### src/rtl/vga_pkg.sv
`default_nettype none
// ---------------------------------------------------------------
// vga_pkg : screen geometry and pixel record for the VGA queue
// Rev 1.0
// ---------------------------------------------------------------
package vga_pkg;

  localparam int SCREEN_W = 160;
  localparam int SCREEN_H = 120;

  typedef struct packed {
    logic [7:0] x;
    logic [6:0] y;
    logic [2:0] colour;
  } pixel_t;

endpackage
`default_nettype wire

### src/rtl/pixel_fifo.sv
`default_nettype none
// ---------------------------------------------------------------
// pixel_fifo : single-clock FIFO, head visible combinationally
// Rev 1.0
// ---------------------------------------------------------------
module pixel_fifo #(
  parameter int  DEPTH = 16,
  parameter type T     = logic [17:0]
) (
  input  logic                     clk,
  input  logic                     rst,
  input  logic                     push,
  input  logic                     pop,
  input  T                         din,
  output T                         dout,
  output logic                     full,
  output logic                     empty,
  output logic [$clog2(DEPTH):0]   count
);

  localparam int            AW      = $clog2(DEPTH);
  localparam logic [AW:0]   C_DEPTH = (AW+1)'(DEPTH);

  T              mem [DEPTH];
  logic [AW-1:0] wr_ptr;
  logic [AW-1:0] rd_ptr;
  logic          do_push;
  logic          do_pop;

  assign full    = (count == C_DEPTH);
  assign empty   = (count == '0);
  assign do_push = push && !full;
  assign do_pop  = pop && !empty;
  assign dout    = mem[rd_ptr];

  always_ff @(posedge clk or posedge rst) begin
    if (rst) begin
      wr_ptr <= '0;
      rd_ptr <= '0;
      count  <= '0;
    end else begin
      if (do_push) wr_ptr <= wr_ptr + 1'b1;
      if (do_pop)  rd_ptr <= rd_ptr + 1'b1;
      case ({do_push, do_pop})
        2'b10:   count <= count + 1'b1;
        2'b01:   count <= count - 1'b1;
        default: count <= count;
      endcase
    end
  end

  // Storage is deliberately left out of reset; pointers alone define validity.
  always_ff @(posedge clk) begin
    if (do_push) mem[wr_ptr] <= din;
  end

endmodule
`default_nettype wire

### src/rtl/vga_pixel_queue.sv
`default_nettype none
// ---------------------------------------------------------------
// vga_pixel_queue : clip, queue and replay pixels to vga_adapter
// Rev 1.0
// ---------------------------------------------------------------
module vga_pixel_queue
  import vga_pkg::*;
#(
  parameter int DEPTH    = 16,
  parameter int SCREEN_W = vga_pkg::SCREEN_W,
  parameter int SCREEN_H = vga_pkg::SCREEN_H
) (
  input  logic        clk,
  input  logic        rst,
  input  logic        in_valid,
  output logic        in_ready,
  input  logic [7:0]  in_x,
  input  logic [6:0]  in_y,
  input  logic [2:0]  in_colour,
  output logic [7:0]  vga_x,
  output logic [6:0]  vga_y,
  output logic [2:0]  vga_colour,
  output logic        vga_plot,
  output logic        idle,
  output logic [15:0] clip_cnt
);

  pixel_t                  fifo_din;
  pixel_t                  fifo_dout;
  logic                    fifo_full;
  logic                    fifo_empty;
  logic [$clog2(DEPTH):0]  fifo_count;
  logic                    accept;
  logic                    in_range;

  assign accept   = in_valid && in_ready;
  assign in_range = (int'(in_x) < SCREEN_W) && (int'(in_y) < SCREEN_H);
  // Ready follows the registered fill level only, so a pop cannot free a slot in the same cycle.
  assign in_ready = !rst && !fifo_full;
  assign fifo_din = '{x: in_x, y: in_y, colour: in_colour};
  assign idle     = (fifo_count == '0) && !vga_plot;

  pixel_fifo #(
    .DEPTH (DEPTH),
    .T     (pixel_t)
  ) u_fifo (
    .clk   (clk),
    .rst   (rst),
    .push  (accept && in_range),
    .pop   (!fifo_empty),
    .din   (fifo_din),
    .dout  (fifo_dout),
    .full  (fifo_full),
    .empty (fifo_empty),
    .count (fifo_count)
  );

  always_ff @(posedge clk or posedge rst) begin
    if (rst) begin
      vga_x      <= '0;
      vga_y      <= '0;
      vga_colour <= '0;
      vga_plot   <= 1'b0;
    end else begin
      vga_plot <= !fifo_empty;
      if (!fifo_empty) begin
        vga_x      <= fifo_dout.x;
        vga_y      <= fifo_dout.y;
        vga_colour <= fifo_dout.colour;
      end
    end
  end

  always_ff @(posedge clk or posedge rst) begin
    if (rst) begin
      clip_cnt <= '0;
    end else if (accept && !in_range && (clip_cnt != 16'hFFFF)) begin
      clip_cnt <= clip_cnt + 16'd1;
    end
  end

endmodule
`default_nettype wire

### config.mk
export PLATFORM = sky130hd
export DESIGN_NAME = vga_pixel_queue
export DESIGN_NICKNAME = d
export VERILOG_FILES = /design/src/rtl/vga_pkg.sv /design/src/rtl/pixel_fifo.sv /design/src/rtl/vga_pixel_queue.sv
export SDC_FILE = /design/constraint.sdc
export NUM_CORES = 1
export LEC_CHECK = 0
export CORE_MARGIN = 2
export CORE_UTILIZATION = 54
export DETAILED_ROUTE_END_ITERATION = 8
export PLACE_DENSITY = 0.81
export SETUP_SLACK_MARGIN = 0.02
export SLEW_MARGIN = 20
export SYNTH_ARGS = -nofsm -noshare
export SYNTH_HDL_FRONTEND = slang
export SYNTH_SLANG_ARGS = --single-unit
export TNS_END_PERCENT = 5
### constraint.sdc
create_clock -name clk -period 2.9 [get_ports clk]
set_input_delay 0.725 -clock clk [delete_from_list [all_inputs] [get_ports clk]]
set_output_delay 0.725 -clock clk [all_outputs]
set_load 0.03 [all_outputs]
# After elaboration in Yosys (flattened, before gate mapping)
# Memory sizes are Yosys's and may differ from the RTL's. A register that Yosys moved wholly into a read port is not among the register bits.
# Cells that the tools add are included.
[classes]
add_sub_neg = 5
n_mul = 0
n_div = 0
n_lt_le_gt_ge = 2
n_eq_ne = 4
n_shift = 0
muxes = 3
bitwise = 0
reduce_logical = 16
[op_table]
columns = ["operator", "n"]
rows = [
  ["16-bit by 1-bit adder with 16-bit output, second input constant", 1],
  ["16-bit != test, second input constant", 1],
  ["5-bit one-hot mux with 2 select lines", 1],
  ["4-bit by 1-bit adder with 4-bit output, second input constant", 2],
  ["1-bit logical AND", 8],
  ["8-bit < comparator, second input constant", 1],
  ["7-bit < comparator, second input constant", 1],
  ["1-bit zero test", 6],
  ["5-bit by 1-bit adder with 5-bit output, second input constant", 1],
  ["5-bit == test, second input constant", 1],
  ["5-bit zero test", 1],
  ["5-bit by 1-bit subtractor with 5-bit output, second input constant", 1],
  ["2-bit by 1-bit == test with 1-bit output, second input constant", 1],
  ["2-bit == test, second input constant", 1],
  ["1-bit 2-to-1 mux", 2],
  ["2-bit nonzero test", 1],
]
[totals]
regBits = 30
latchBits = 0
ramBits = 288
rom_bits = 0
inputBits = 21
output_inout_bits = 37
elab_cells = 36
memories = 1
[memory_table]
columns = ["name", "depth", "word_bits", "read_ports", "rd_ports_with_merged_regs", "wr", "line_no", "rtl"]
rows = [
  ["u_fifo.mem", 16, 18, 1, 1, 1, "pixel_fifo.sv:24", "T mem [DEPTH];"],
]

# Depth between registers and ports, before layout
# Gate-level depths: netlist of the first run.
[depth]
ltp_word = 8
ltp_mapped = 10
mapped_depth_nobuf = 9

# By module
# From an unflattened synthesis of the first run, not the netlist that was laid out.
[unflattened]
hier_cells = 733
hier_area_um2 = 13484.2
[modules_own_cells]
columns = ["module", "n_inst", "cells_each", "area_each_um2", "seq_area_each_um2"]
rows = [
  ["pixel_fifo", 1, 611, 11838.9, 8973.6],
  ["vga_pixel_queue", 1, 122, 1645.3, 875.8],
]

# Worst setup path after synthesis of the first run
# No wires, ideal clock.
[synth_timing]
path_kind = "input-to-reg"
start = "input port in_x[6]"
end = "memory u_fifo.mem[3][0] (netlist bit), enable pin"
setup_time_ps = 416
arrival_time_ps = 2875
required_time_ps = 2484
slack_ps = -391
stages = 5
path_buffers = 1
cell_sequence = "o21ai_0 -> and2_1 -> clkbuf_1 -> nand3_1 -> nor3_1"
[synth_via]
elab_chain_cells = 6
[synth_lines]
columns = ["item", "line_no", "rtl"]
rows = [
  ["start: declaration", "vga_pixel_queue.sv:17", "input logic [7:0] in_x,"],
  ["8-bit < comparator", "vga_pixel_queue.sv:37", "assign in_range = (int'(in_x) < SCREEN_W) && (int'(in_y) < SCREEN_H);"],
  ["1-bit logical AND", "vga_pixel_queue.sv:37", ""],
  ["1-bit logical AND", "vga_pixel_queue.sv:49", ".push (accept && in_range),"],
  ["1-bit logical AND", "pixel_fifo.sv:32", "assign do_push = push && !full;"],
  ["1-bit 2-to-1 mux", "pixel_fifo.sv:54", "if (do_push) mem[wr_ptr] <= din;"],
  ["1-bit 2-to-1 mux (not written as such)", "pixel_fifo.sv:54", ""],
  ["end: declaration", "pixel_fifo.sv:24", ""],
]
# Every way passes these cells.

# Worst setup path after layout of the first run
[layout_timing]
start = "input port in_y[6]"
end = "register u_fifo.count[4]"
[layout_via]
elab_chain_cells = 6
word_cells_on_any_way = 8
cone_classes = "1 x order compare; 2 x eq/ne; 1 x mux; 4 x reduce/logical"
[layout_lines]
columns = ["item", "line_no", "rtl"]
rows = [
  ["start: declaration", "vga_pixel_queue.sv:18", "input logic [6:0] in_y,"],
  ["7-bit < comparator *", "vga_pixel_queue.sv:37", ""],
  ["1-bit logical AND *", "vga_pixel_queue.sv:37", ""],
  ["1-bit logical AND *", "vga_pixel_queue.sv:49", ""],
  ["1-bit logical AND *", "pixel_fifo.sv:32", ""],
  ["2-bit by 1-bit == test with 1-bit output / 2-bit == test (equally long branches)", "pixel_fifo.sv:44", "case ({do_push, do_pop})"],
  ["5-bit one-hot mux with 2 select lines / 2-bit nonzero test (equally long branches)", "n/a", ""],
  ["end signal: assignment", "pixel_fifo.sv:45", "2'b10: count <= count + 1'b1;"],
  ["end signal: assignment", "pixel_fifo.sv:46", "2'b01: count <= count - 1'b1;"],
  ["end signal: assignment", "pixel_fifo.sv:47", "default: count <= count;"],
  ["end: declaration", "pixel_fifo.sv:18", "output logic [$clog2(DEPTH):0] count"],
]
# Every way passes the cells marked *; elsewhere a longest branch is shown, timed or not.
# A chain may end at the register's enable or synchronous reset.

==> summary.md, run 1 <==
| Metric | Value |
|---|---|
| Die H | 161 um |
| Power Density | 930 nW/um^2 |
| Vias in the first global route | 7561 |
| Detailed Routing Iterations Pass 1 | 5 |
| Synthesis-stage register bit count | 336 |
| Status | completed |
| Clock slew at the register clock pins of the worst setup and hold paths | 60 ps |
| Crit path required time | 3310 ps |
| # setup viols final | 0 |
| Core area | 24200 um^2 |
| Initial Util | 54.7% |
| Nets@finish | 818 |
| Routed Wire Length | 31.1 mm |
| Commonest register cell after synthesis | edfxtp_1 |
| Vias post-DR | 7231 |
| Antenna Cells | 0 |
| CP Class | in2reg |
| Ports | 58 |
| Routed Antenna Nets | 0 |
| Asr flop ratio synth | 14.3% |
| DP HPWL | 17.8 mm |
| Final period util | 98.3% |
| Wire length per cell | 27.4 um |
| Crit end category | register |
| Worst slew pin tran | 612 ps |
| Critical path origin | in_y[6] |
| VDD IR-drop max | 0.000481 V |
| Hold Crit Class | reg2reg |
| Syn Area/Cell | ~20 um^2 |
| Post-synthesis sequential area ratio | between 70% and 80% |
| Top cell type by total area after synthesis | edfxtp_1 |
| Max Transition Viols Final | 0 |
| Initial drt markers | approximately 890 |
| Top area cells in the synthesized netlist | edfxtp_1 65%, mux4_2 12%, dfrtp_1 9.1% |
| Max clock buf depth | 3 |
| Clock root buffer | clkbuf_16 |
| Area delta synth->final | 19.0% |
| EDFF count, synth | 288 |
| Critical Path Start Type | input pin |
| CTS tree | yes |
| Max_cap viols | 0 |
| RSZ-0062 raised after global routing | yes |
| Initial antenna violation count | 1 |
| I/O Buffers | 57 |
| Fraction of layout cells with a size suffix above 1 | 25.6% |
| Clk sinks | 336 |
| Dpl cell area | 14700 um^2 |
| Clock Latency Late Sink | 510 ps |
| Die Area | 25800 um^2 |
| Post-Syn Instances | 662 |
| Setup repair bufs after CTS | 0 |
| Top cells by count, synth | 288 x edfxtp_1, 72 x mux4_2, 48 x dfrtp_1 |
| Share of the synthesized area in the top cell type | 65.2% |
| Max H-tree Level | 2 |
| Max Freq | 351 MHz |
| Routability cong. | 0.837 |
| Largest net degree at the start of global routing | 44 |
| First-pass GRT wire length | 47.1 mm |
| Synth Cell Area | 13300 um^2 |
| DRC viols | 0 |
| FP Rows | 57 |
| Finished Cell Area | 15800 um^2 |
| Reg-to-Reg Start | u_fifo.count[1] |
| Global-route usage over all layers | around a quarter |
| Min cycle time layout | 2850 ps |
| Worst-path fanout max | 4 |
| Leakage power | 5.46 nW |
| Endpoints failing hold | 0 |
| Die width | ~160 um |
| Post-Syn Nets | between 600 and 700 |
| Hold Startpoint | vga_x[2] |
| Synth cell types | 48 |
| Relative slew margins | 59.0% |
| CP arrival | 3260 ps |
| Avg Vias per Cell | 6.38 |
| Final Util | ~65% |
| CTS Buf Count | 34 |
| GRT Residual Overflow | 0 |
| Fin Clk Skew | about 26 ps |
| Ys Warns | 0 |
| Top-count cell post-synth | edfxtp_1 |
## per-stage QoR
step	power, mW	setup WS [ps]	instances	hold WS, ps	setup TNS [ps]
after floorplan	9.05	27.1	662	528	0
after global placement	10.3	-307	1075	463	-858
after detailed placement	10.5	-490	1075	467	-1960
after CTS	14.7	40.8	1134	482	0
after global routing	15.2	0.713	1134	506	0
final	14.7	50.0	1134	485	0
## repair_timing
item / 4_1_cts / 5_1_grt
pin swaps: 0 / 0
setup endpoints to repair: 1 / 3
hold buffers: 0 / 0
gates resized for setup: 1 / 5
## worst max-delay path, stage by stage
cell             delay (ps)
clkdlybuf4s50_1         510
nand4_1                 220
and2_1                  230
and2_4                  150
buf_4                   150
or2_1                   240
fa_2                    360
nor2b_1                 170
o21a_1                  150
buf_4                   110
a211oi_1                 60
o221ai_2                180
## metal layers
layer	share of wire, %	up-vias	routed length, um	GRT usage (%)
li1	-	2967	-	-
met1	38	3739	11700	33.3
met2	50	430	15400	40.5
met3	8.6	93	2690	5.29
met4	3.9	2	1220	10.3
met5	0.042	-	13	0
## worst paths after layout
path | endpoint | slack (ps) | depth (start not counted)
max | u_fifo.count[4] | 50 | 12
min | vga_x[2] | 480 | 1
max in group asynchronous | u_fifo.rd_ptr[1] | 1610 | 4
max reg2reg | u_fifo.count[3] | 290 | 10
min reg2reg | vga_x[2] | 480 | 1
min in group asynchronous | u_fifo.wr_ptr[0] | 710 | 3
## kinds of logic after synthesis
kind of cell / share of synthesized area, %
simple gates: 3.84
flops: 74.2
buf+inv: 1.75
compound gates: 3.96
fa+ha+maj: 1.00
mux: 13.8
xor+xnor: 1.45
## cell type report
class	count	area (um^2)
clock buffers	42	902
clock inverters	17	128
fillers	1502	8470
inverters	11	41.3
multi-input cells	280	3220
flip-flops and latches	336	9850
well taps	324	405
repair buffers	124	1240
## registers in the layout, summed over array words and instances (netlist names)
name / count
u_fifo.mem: 288
clip_cnt: 16
vga_x: 8
vga_y: 7
u_fifo.count: 5
u_fifo.rd_ptr: 4
u_fifo.wr_ptr: 4
vga_colour: 3
vga_plot: 1
## power by group
part / internal, mW / total (mW) / leakage [nW] / switching (mW)
clock network: 2.38 / 4.11 / 0.506 / 1.73
logic: 2.16 / 4.51 / 1.78 / 2.34
registers: 5.65 / 6.07 / 3.17 / 0.421
## cell usage in the layout, fill, tap and decap left out, types with 10 or more instances in the layout
master             n
a211oi_1          21
clkbuf_16         35
buf_4             55
and3_1            18
nand4_1           10
edfxtp_1         288
mux2i_1           18
nand2_1           11
a21o_1            19
dfrtp_1           46
xnor2_1           21
buf_12            13
o22ai_1           18
mux4_2            72
clkdlybuf4s50_1   55
Note: power is estimated with default switching activity, not from simulation.
==> run 2, diff against run 1 <==
Settings changed: MAX_ROUTING_LAYER set to met4, TNS_END_PERCENT 5 to 50.
==> summary.md, run 2 (synthesis results as in run 1) <==
| Metric | Value |
|---|---|
| DRC viols | 0 |
| Max Freq | about 350 MHz |
| Clock slew at the register clock pins of the worst setup and hold paths | approximately 60 ps |
| Nets@finish | 818 |
| Routability cong. | 0.850 |
| GRT Residual Overflow | 0 |
| Max FFs per register | 288 |
| Routed Wire Length | just over 30 mm |
| RR Endpoint | u_fifo.count[4] |
| Vias in the first global route | 7553 |
| Wire length per cell | ~27 um |
| Max clock buf depth | 3 |
| Reg-to-Reg Start | u_fifo.count[1] |
| DP HPWL | 17.8 mm |
| Largest net degree at the start of global routing | 44 |
| Detailed Routing Iterations Pass 1 | 5 |
| Top Usage Layer GRT | met2 |
| Fraction of layout cells with a size suffix above 1 | 25.6% |
| Initial Util | around 55% |
| Clock root buffer | clkbuf_16 |
| Setup repair bufs after CTS | 0 |
| CP arrival | 3260 ps |
| Routed Antenna Nets | 0 |
| Die width | 161 um |
| Clock Latency Late Sink | between 500 and 600 ps |
| Dpl cell area | between 10000 and 15000 um^2 |
| Register bank with the most flops | u_fifo.mem |
| Critical Path Start Type | input pin |
| Die H | roughly 160 um |
| Initial antenna violation count | 1 |
| Avg Vias per Cell | approximately 6.4 |
| I/O Buffers | 57 |
| CTS tree | yes |
| Endpoints failing hold | 0 |
| Worst slack at placement | -490 ps |
| Met2 Track Usage GR | between 40% and 50% |
| Core area | 24200 um^2 |
| Leakage power | 5.46 nW |
| VDD IR-drop max | 0.000476 V |
| Most frequent cells in the layout | 288 x edfxtp_1, 72 x mux4_2, 55 x clkdlybuf4s50_1, 55 x buf_4, 46 x dfrtp_1 |
| Worst r2r path cells | 11 |
| # setup viols final | 0 |
| FF/Latch Area | 9850 um^2 |
| CP Capture Point | u_fifo.count[4] |
| First-pass GRT wire length | 47.1 mm |
| Hold Crit Class | reg2reg |
| CP Class | in2reg |
| Crit end category | register |
| Status | completed |
| Worst-path fanout max | 4 |
| Vias post-DR | 7266 |
| Final setup margin | 48.6 ps |
| Finished Cell Area | 15800 um^2 |
| Crit path required time | 3310 ps |
| Ports | 58 |
| Critical path origin | in_y[6] |
| Die Area | 25800 um^2 |
| FP Rows | 57 |
| Area delta synth->final | 19.0% |
| Clk sinks | 336 |
| Fin Clk Skew | 22.4 ps |
| Initial drt markers | about 970 |
| CTS Buf Count | 34 |
| Global-route usage over all layers | 25.6% |
| Final period util | 98.3% |
| TNS Setup | 0 ps |
| Met1 Use GR | 33.1% |
| GRT met3 Usage | 5.40% |
| Area of the multi-input gates | 3220 um^2 |
| Max_cap viols | 0 |
| Worst R2R Setup Slack | 310 ps |
| Max H-tree Level | 2 |
| Commonest non-fill, non-tap cell in the layout | edfxtp_1 |
| Biggest regs | u_fifo.mem x288, clip_cnt x16, vga_x x8 |
| RSZ-0062 raised after global routing | yes |
| Total power | around 15 mW |
| Fill cell count | 1503 |
| Max Transition Viols Final | 0 |
| Power Density | 930 nW/um^2 |
| Worst slew pin tran | approximately 700 ps |
| Relative slew margins | a little over half |
| Min cycle time layout | 2850 ps |
run 2: cell count changes in the layout (fill, tap and decap cells not counted):
cell and delta:
diode_2 +1
run 2: cell type report:
cell class / count / area share, %
inverters: 11 / 0.262
clock buffers: 42 / 5.71
flip-flops and latches: 336 / 62.4
multi-input cells: 280 / 20.4
diodes: 1 / 0.0159
repair buffers: 124 / 7.83
clock inverters: 17 / 0.808
well taps: 324 / 2.57
run 2: metrics by stage:
stage                     hold WS [ps]  cells  utilization (%)
after global placement             463   1075             60.8
after detailed placement           467   1075             60.8
after CTS                          482   1134             65.0
after floorplan                    528    662                -
after global routing               506   1135             65.1
final                              483   1135             65.1
run 2: metal layers:
| metal | part of all wire (%) | vias up |
|---|---|---|
| li1 | - | 2964 |
| met1 | 38 | 3779 |
| met2 | 50 | 427 |
| met3 | 8.5 | 96 |
| met4 | 3.6 | 0 |
| met5 | 0 | - |
run 2: how the worst min path moves through the flow:
stage,from,end,slack (ps),cells past startpoint
finish,vga_x[2],vga_x[2],480,1
floorplan,u_fifo.wr_ptr[3],u_fifo.wr_ptr[3],530,1
global placement,vga_x[4],vga_x[4],460,1
global route,vga_y[6],vga_y[6],510,1
detailed placement,vga_x[7],vga_x[7],470,1
CTS,vga_colour[1],vga_colour[1],480,1
run 2: power breakdown:
group | switching [mW] | internal, mW | total [mW] | leakage, nW
Combinational | 2.34 | 2.16 | 4.50 | 1.78
Sequential | 0.415 | 5.65 | 6.06 | 3.17
Clock | 1.72 | 2.38 | 4.11 | 0.506
Total | 4.48 | 10.2 | 14.7 | 5.46
run 2: what timing repair did:
action,CTS,global route
hold buffers,0,0
resized for setup,1,5
setup endpoints to repair,1,3
run 2: worst max-delay path, cell delays in order:
cell,delay (ps)
clkdlybuf4s50_1,510
nand4_1,210
and2_1,230
and2_4,150
buf_4,150
or2_1,240
fa_2,360
nor2b_1,170
o21a_1,150
buf_4,110
a211oi_1,60
o221ai_2,180
==> run 3, diff against run 2 <==
Settings changed: CORE_UTILIZATION 54 to 55, CTS_BUF_LIST set to sky130_fd_sc_hd__clkbuf_8, PLACE_DENSITY 0.81 to 0.82.
==> summary.md, run 3 (synthesis results as in run 1) <==
| Metric | Value |
|---|---|
| Crit path required time | 3330 ps |
| Vias in the first global route | 7330 |
| # setup viols final | 0 |
| Worst stage delay on the critical path | 460 ps |
| Global-route usage over all layers | between 20% and 30% |
| Ports | between 50 and 60 |
| Max Freq | 356 MHz |
| Initial antenna violation count | 2 |
| Met2 wire len | 15.0 mm |
| Final setup margin | just over 90 ps |
| Wire length per cell | 25.1 um |
| Wl on met1 | roughly 11 mm |
| Die Area | between 20000 and 30000 um^2 |
| Relative slew margins | 60.5% |
| Die width | ~160 um |
| First-pass GRT wire length | 44.6 mm |
| Routed Antenna Nets | 0 |
| Power Density | 902 nW/um^2 |
| Clock slew at the register clock pins of the worst setup and hold paths | ~60 ps |
| Max H-tree Level | 2 |
| I/O Buffers | 57 |
| Initial Util | 56.4% |
| RSZ-0062 raised after global routing | yes |
| Critical Path Start Type | input pin |
| CTS Buf Count | 50 |
| Reg-to-Reg Start | u_fifo.count[3] |
| Endpoints failing hold | 0 |
| Area delta synth->final | 18.7% |
| Fin Clk Skew | 16.5 ps |
| Hold endpoint | vga_colour[2] |
| Dpl cell area | ~15000 um^2 |
| Initial drt markers | 924 |
| Largest net degree at the start of global routing | 58 |
| Routed Wire Length | 29.3 mm |
| Min cycle time layout | 2810 ps |
| Final Util | 66.9% |
| Commonest non-fill, non-tap cell in the layout | edfxtp_1 |
| DP HPWL | ~17 mm |
| GRT Residual Overflow | 0 |
| Max_cap viols | 0 |
| Worst slack at placement | -654 ps |
| Worst R2R Setup Slack | 250 ps |
| DRC viols | 0 |
| Worst path cell trace | clkdlybuf4s50_1 -> o21ai_1 -> buf_4 -> and2_1 -> and2_1 -> nor2_2 -> ha_1 -> buf_4 -> a21o_1 -> or3_1 -> a32oi_1 -> a211oi_1 |
| Hold Crit Depth | 1 |
| Finished Cell Area | ~16000 um^2 |
| Highest routing layer actually used | met4 |
| Clock Latency Late Sink | 560 ps |
| CP arrival | around 3200 ps |
| Worst r2r path cells | 12 |
| Vias post-DR | 7163 |
| Avg Vias per Cell | 6.15 |
| CP Class | in2reg |
| Max FFs per register | roughly 290 |
| Register bank with the most flops | u_fifo.mem |
| Crit end category | register |
| Detailed Routing Iterations Pass 1 | 5 |
| Fraction of layout cells with a size suffix above 1 | 27.8% |
| CTS tree | yes |
| Leakage power | 5.52 nW |
| Worst slew pin tran | 592 ps |
| CP max stage cell | clkdlybuf4s50_1 |
| Final period util | 96.8% |
| Status | completed |
| RR Endpoint | u_fifo.count[4] |
| Worst-path fanout max | 3 |
| Max Transition Viols Final | 0 |
| Nets@finish | 835 |
| Die H | about 160 um |
| Max clock buf depth | 3 |
| Hold Crit Class | reg2reg |
| Core area | 23500 um^2 |
| Clk sinks | 336 |
| Wire length on met3 | 2.32 mm |
| VDD IR-drop max | 0.000490 V |
| Routability cong. | 0.828 |
| Clock root buffer | clkbuf_8 |
| FP Rows | 56 |
| Hold Startpoint | vga_colour[2] |
| Most frequent cells in the layout | 288 x edfxtp_1, 72 x mux4_2, 56 x clkbuf_8 |
| Biggest regs | u_fifo.mem x288, clip_cnt x16, vga_x x8 |
run 3: timing repair:
action / in CTS / in global routing
pin swaps: 0 / 1
gates resized for setup: 3 / 4
setup buffers: 0 / 1
setup endpoints to repair: 3 / 3
hold buffers: 0 / 0
gates cloned: 0 / 0
hold endpoints to repair: 0 / 0
run 3: critical path, delay by kind of cell:
kind            cells  cell delay, ps
compound gates      4             680
simple gates        4             720
fa+ha+maj           1             300
buf+inv             3             800
run 3: metrics by stage:
step	cells	hold slack, ps	setup TNS [ps]	total power [mW]
4_1_cts	1161	479	0	14.3
5_1_grt	1164	502	0	14.8
3_5_place_dp	1070	465	-61310	10.5
6_report	1164	475	0	14.2
3_3_place_gp	1070	462	-44270	10.3
2_1_floorplan	662	528	0	9.05
run 3: power by group:
part	internal, mW	switching (mW)	total [mW]	leakage (nW)
registers	5.65	0.424	6.08	3.17
logic	2.14	2.23	4.37	1.79
clock network	2.04	1.72	3.76	0.562
run 3: layer usage:
metal	GRT usage (%)	vias to the layer above
met2	39.7	385
met4	8.22	0
met5	-	-
met1	30.9	3696
met3	4.56	69
li1	-	3013
run 3: worst max path at each step:
stage	startpoint	end	slack (ps)	depth (start not counted)
4_1_cts	in_x[5]	u_fifo.count[4]	50	13
6_report	in_x[6]	u_fifo.count[3]	90	12
5_1_grt	in_x[6]	u_fifo.count[3]	10	12
3_5_place_dp	in_x[5]	u_fifo.count[3]	-650	12
2_1_floorplan	in_x[6]	u_fifo.count[4]	30	10
3_3_place_gp	in_x[5]	u_fifo.count[3]	-530	12
run 3: area by class of cell:
type                    instances  area (um^2)
flip-flops and latches        336         9860
fillers                      1435         7790
multi-input cells             280         3200
repair buffers                125         1250
clock buffers                  56          771
well taps                     319          399
clock inverters                35          226
inverters                      11         41.3
diodes                          2         5.00
